## src/rtl/tour_cmd_seq.sv

```systemverilog
// Command sequencer/arbiter between the UART path and the knight's-tour solver, feeding cmd_proc.
// Optional: define TOUR_CMD_ABORT_EN to let a UART 4'hF command abort a tour in progress.
//
// state  | meaning
// IDLE   | UART owns cmd_proc; cmd/cmd_rdy forwarded from UART_wrapper
// VERT   | vertical leg of move[mv_indx] offered to cmd_proc
// HOLD_V | vertical leg accepted, waiting for cmd_proc to finish it
// HORZ   | horizontal leg (move + fanfare) offered to cmd_proc
// HOLD_H | horizontal leg accepted, waiting for completion; then next move or IDLE
module tour_cmd_seq #(
  parameter int NUM_MOVES = 24
) (
  input  logic        clk,
  input  logic        rst_n,
  input  logic        start_tour,
  input  logic [7:0]  move,
  output logic [4:0]  mv_indx,
  input  logic [15:0] cmd_UART,
  input  logic        cmd_rdy_UART,
  output logic [15:0] cmd,
  output logic        cmd_rdy,
  input  logic        clr_cmd_rdy,
  input  logic        send_resp,
  output logic [7:0]  resp
);

  typedef enum logic [2:0] {IDLE, VERT, HOLD_V, HORZ, HOLD_H} state_t;

  localparam logic [4:0] LAST_IDX = 5'(NUM_MOVES - 1);

  state_t      state, state_nxt;
  logic [4:0]  mv_indx_nxt;
  logic [1:0]  dx_mag, dy_mag;
  logic        dx_neg, dy_neg, move_ok;
  logic [15:0] vert_leg, horz_leg;
  logic        abort;

`ifdef TOUR_CMD_ABORT_EN
  assign abort = (state != IDLE) && cmd_rdy_UART && (cmd_UART[15:12] == 4'hF);
`else
  assign abort = 1'b0;
`endif

  // One-hot move -> signed (dx,dy) as sign/magnitude pairs
  always_comb begin
    move_ok = 1'b1;
    {dx_neg, dx_mag, dy_neg, dy_mag} = 6'b0;
    case (move)
      8'h01:   {dx_neg, dx_mag, dy_neg, dy_mag} = 6'b0_01_0_10;
      8'h02:   {dx_neg, dx_mag, dy_neg, dy_mag} = 6'b1_01_0_10;
      8'h04:   {dx_neg, dx_mag, dy_neg, dy_mag} = 6'b1_10_0_01;
      8'h08:   {dx_neg, dx_mag, dy_neg, dy_mag} = 6'b1_10_1_01;
      8'h10:   {dx_neg, dx_mag, dy_neg, dy_mag} = 6'b1_01_1_10;
      8'h20:   {dx_neg, dx_mag, dy_neg, dy_mag} = 6'b0_01_1_10;
      8'h40:   {dx_neg, dx_mag, dy_neg, dy_mag} = 6'b0_10_1_01;
      8'h80:   {dx_neg, dx_mag, dy_neg, dy_mag} = 6'b0_10_0_01;
      default: move_ok = 1'b0;
    endcase
  end

  assign vert_leg = move_ok ? {4'h4, (dy_neg ? 8'h7F : 8'h00), 2'b00, dy_mag} : 16'h4000;
  assign horz_leg = move_ok ? {4'h5, (dx_neg ? 8'h3F : 8'hBF), 2'b00, dx_mag} : 16'h4000;

  always_ff @(posedge clk or negedge rst_n) begin
    if (!rst_n) begin
      state   <= IDLE;
      mv_indx <= '0;
    end else begin
      state   <= state_nxt;
      mv_indx <= mv_indx_nxt;
    end
  end

  always_comb begin
    state_nxt   = state;
    mv_indx_nxt = mv_indx;
    cmd         = cmd_UART;
    cmd_rdy     = cmd_rdy_UART;
    resp        = 8'h5A;
    case (state)
      IDLE: begin
        resp = 8'hA5;
        if (start_tour) begin
          state_nxt   = VERT;
          mv_indx_nxt = '0;
        end
      end
      VERT: begin
        cmd     = vert_leg;
        cmd_rdy = 1'b1;
        if (clr_cmd_rdy) state_nxt = HOLD_V;
      end
      HOLD_V: begin
        cmd     = vert_leg;
        cmd_rdy = 1'b0;
        if (send_resp) state_nxt = HORZ;
      end
      HORZ: begin
        cmd     = horz_leg;
        cmd_rdy = 1'b1;
        if (clr_cmd_rdy) state_nxt = HOLD_H;
      end
      HOLD_H: begin
        cmd     = horz_leg;
        cmd_rdy = 1'b0;
        if (mv_indx == LAST_IDX) resp = 8'hA5;
        if (send_resp) begin
          if (mv_indx == LAST_IDX) begin
            state_nxt = IDLE;
          end else begin
            state_nxt   = VERT;
            mv_indx_nxt = mv_indx + 5'd1;
          end
        end
      end
      default: state_nxt = IDLE;
    endcase
    if (abort) begin
      state_nxt   = IDLE;
      mv_indx_nxt = '0;
    end
  end

endmodule

```

## config.mk

```make
export PLATFORM = sky130hd
export DESIGN_NAME = tour_cmd_seq
export DESIGN_NICKNAME = d
export VERILOG_FILES = /design/src/rtl/tour_cmd_seq.sv
export SDC_FILE = /design/constraint.sdc
export NUM_CORES = 1
export LEC_CHECK = 0
export BUFFER_PORTS_ARGS = -buffer_cell sky130_fd_sc_hd__buf_2
export CORE_UTILIZATION = 37
export DETAILED_ROUTE_END_ITERATION = 6
export PLACE_DENSITY = 0.76
export SLEW_MARGIN = 15
export SYNTH_ARGS = -nofsm -noshare
export SYNTH_HDL_FRONTEND = slang
export SYNTH_SLANG_ARGS = --single-unit
```

## constraint.sdc

```tcl
create_clock -name clk -period 1.54 [get_ports clk]
set_input_delay 0.154 -clock clk [delete_from_list [all_inputs] [get_ports clk]]
set_output_delay 0.154 -clock clk [all_outputs]
set_load 0.01 [all_outputs]
```

==> results.yml <==
drt:
  ant_nets: 0
  num_vias: 1167
  drc: 0
  routed_via_density: 5.21
  drt_wl_total_microns: 2830
  drt_iter0_drc: 30
  drt-pass1-iter-count: 4
  wire_per_inst_microns: 12.6
logic_synthesis:
  synth_area_per_cell_sq_um: 7.69
  ys_async_sr_fraction_pct: 100
  synth_edf_count: 0
  syn_inst: 111
  synth_flop_cell: "dfrtp_1"
  syn_nets: 142
  synth_cell_type_count: 41
  ys_seq_elements: 8
  yosys_warnings: 0
  seq_area_frac_synth_pct: 23.5
  syn-cell-area_sq_um: 853
place:
  dp_cells: 211
  place_congestion: 0.825
  dp_hpwl_microns: 2080
  post_dp_cell_area_sq_um: 1310
  io_buffers: 59
pwr:
  seq_power_share_pct: 10.7
  pwr-share-comb_pct: 84.0
  p_leak_nw: 0.857
  irDropWorstVdd_mv: 1.99
  p_sw_mw: 1.25
  p_total_mw: 2.99
  internal_power_mw: 1.74
  switching_share_pct: 41.9
  powerDensity_nw_per_um2: 1870
  pwr-share-clk_pct: 5.3
clock_tree:
  clock_latency_ps: 260
  clockBufferDepth: 2
  root_buffer: "clkbuf_4"
  htreeDepth: 1
  clk_pin_slew_ps: 50
  cts_tree: "done"
  cts_inserted_buffers: 3
  cts_sinks: 8
global_route:
  busiest_layer: "met2"
  grt_use_met3_pct: 4.32
  grt_max_degree: 11
  gr-total-overflow: 0
  grtUsageMet2_pct: 46.0
  grt_pass1_wl_microns: 4370
  antenna_found_initial: 0
  grt_use_met1_pct: 22.3
  grt_use_total_pct: 22.6
  first_global_vias: 1081
sta:
  finalSetupViolations: 21
  rsz0062_at_grt: "true"
  max_freq_ghz: 0.542
  final_hold_viol_count: 0
  period_share_pct: 120
  slew_headroom_pct: 74.5
  final.setup_skew_ps: 7.76
  worst_slew_pin_slew_ps: 380
  drv_slew: 0
  final.setup.worst_slack_ps: -306
  period_minus_slack_ps: 1850
worst_setup_path:
  cp.arrival_ps: 1690
  start_kind: "input pin"
  r2r_slack_ps: -10
  endpoint_kind: "output pin"
  r2r-end: "mv_indx[0]"
  r2r_start: "mv_indx[1]"
  path_class: "in -> out"
  rr_worst_depth: 6
  cp-endpoint: "cmd[11]"
  crit_start: "move[3]"
  required_ps: 1390
  critPathMaxFanout: 4
min_path:
  hp-class: "in -> reg"
  hold_depth: 2
layout:
  n_fill_cell: 164
  postLayoutCoreUtil_pct: 72.9
  instances_no_fill: 224
  synthToLayoutAreaGrowth_pct: 87.1
  nNetsFinal: 229
  finalInstanceArea_sq_um: 1600
  layout-drive-gt1-share_pct: 63.8
  num_antenna_cells: 0
die:
  die_h_microns: 50.0
  num_io_pins: 60
  die_width_microns: 50.0
  core_sq_um: 2190
  rows: 17
  start_util_pct: 38.9
  dieArea_sq_um: 2500
run_status:
  violations: "setup timing"
  outcome: "complete, but fails checks"
run:
  drv_cap: 0
[per-layer routing]
metal  share of wire (%)  vias up
met1                  37      532
met4                0.96        0
met2                  55       70
li1                    -      560
met3                 7.1        5
met5                   0        -
[stage by stage]
step / TNS (ps) / hold slack (ps) / setup slack [ps]
final: -4120 / 178 / -306
after global routing: -5830 / 187 / -355
after CTS: -4070 / 155 / -299
after detailed placement: -2710 / 4.28 / -284
after global placement: -2230 / 2.27 / -236
after floorplan: -45.6 / -142 / -11.6
[synthesized netlist by cell type, types with 2 or more instances]
library cell | instances | area (sq um)
o21ai_0 | 4 | 20.0
o21ai_1 | 2 | 10.0
a22oi_1 | 2 | 15.0
buf_4 | 6 | 45.0
or3_1 | 3 | 18.8
nor2_1 | 9 | 33.8
buf_2 | 3 | 15.0
a21oi_1 | 4 | 20.0
nand2_1 | 10 | 37.5
and3_1 | 2 | 12.5
nand2b_1 | 3 | 18.8
xnor2_1 | 4 | 35.0
dfrtp_1 | 8 | 200
inv_1 | 4 | 15.0
nor3_1 | 2 | 10.0
nand4b_1 | 2 | 17.5
a21o_1 | 6 | 45.0
nand3_1 | 4 | 20.0
nor2_2 | 2 | 12.5
and2_1 | 5 | 31.3
nand4_1 | 2 | 12.5
xor2_1 | 3 | 26.3
nor4_1 | 3 | 18.8
[cells in the final DEF (no fill, tap or decap), drive strengths merged, types with 3 or more instances in the layout]
| cell | netlist | layout |
|---|---|---|
| inv | 4 | 4 |
| or3 | 3 | 3 |
| dfrtp | 8 | 8 |
| nor4 | 4 | 4 |
| xor2 | 3 | 3 |
| nand2 | 10 | 10 |
| o21ai | 7 | 7 |
| buf | 9 | 91 |
| clkbuf | 1 | 3 |
| and2 | 5 | 5 |
| nor2 | 11 | 11 |
| nand3 | 5 | 5 |
| nand2b | 3 | 3 |
| a21oi | 4 | 4 |
| xnor2 | 4 | 4 |
| a21o | 6 | 6 |
[final cells by class]
cell class / instances / area [sq um] / share of cell area [%]
tap: 28 / 35.0 / 2.19
timing repair buffer: 92 / 636 / 39.8
inverter: 4 / 17.5 / 1.10
clock buffer: 3 / 22.5 / 1.41
sequential: 8 / 203 / 12.7
multi-input combinational: 89 / 683 / 42.8
[logic make-up (layout without fill, tap and decap cells)]
logic type / count (synthesis) / in the layout / share of synthesized area (%)
DFF: 8 / 8 / 23.5
AOI/OAI and AO/OA: 26 / 26 / 20.4
xor gates and xnor gates: 7 / 7 / 7.18
adders and majority gates: 1 / 1 / 1.47
and+or+nand+nor: 54 / 54 / 37.0
muxes: 1 / 1 / 1.32
buffers and inverters: 14 / 99 / 9.24
[worst max-delay path, cell delays in order]
cell	delay, ps
buf_6	90
or4_4	570
nor4_4	340
or2_1	220
nor2_1	80
o21ai_2	110
buf_2	140
[power by group through the flow]
stage | Combinational (mW) | Clock (mW) | Sequential, mW
2_1_floorplan | 1.17 | 0 | 0.274
3_3_place_gp | 1.67 | 0 | 0.300
4_1_cts | 2.15 | 0.163 | 0.305
5_1_grt | 2.69 | 0.178 | 0.325
6_report | 2.51 | 0.159 | 0.320
3_5_place_dp | 1.69 | 0 | 0.304
[worst min path at each step]
stage                          from  slack [ps]         end
after detailed placement      rst_n           4  mv_indx[3]
final                     send_resp         180    state[2]
after floorplan               rst_n        -140  mv_indx[0]
after global placement        rst_n           2  mv_indx[3]
after global routing      send_resp         190    state[2]
after CTS                 send_resp         160    state[2]
[state kept, by name, indices dropped and copies added, names as in the netlist]
name     cells
mv_indx      5
state        3
[what timing repair did]
| action | CTS | global route |
|---|---|---|
| setup endpoints to repair | 22 | 29 |
| gates resized for setup | 20 | 23 |
| cloned | 0 | 1 |
| endpoints found under the hold margin | 8 | 0 |
| buffers inserted | 6 | 2 |
| hold buffers | 1 | 0 |
| pin swaps | 12 | 14 |
Note: power is estimated with default switching activity, not from simulation.
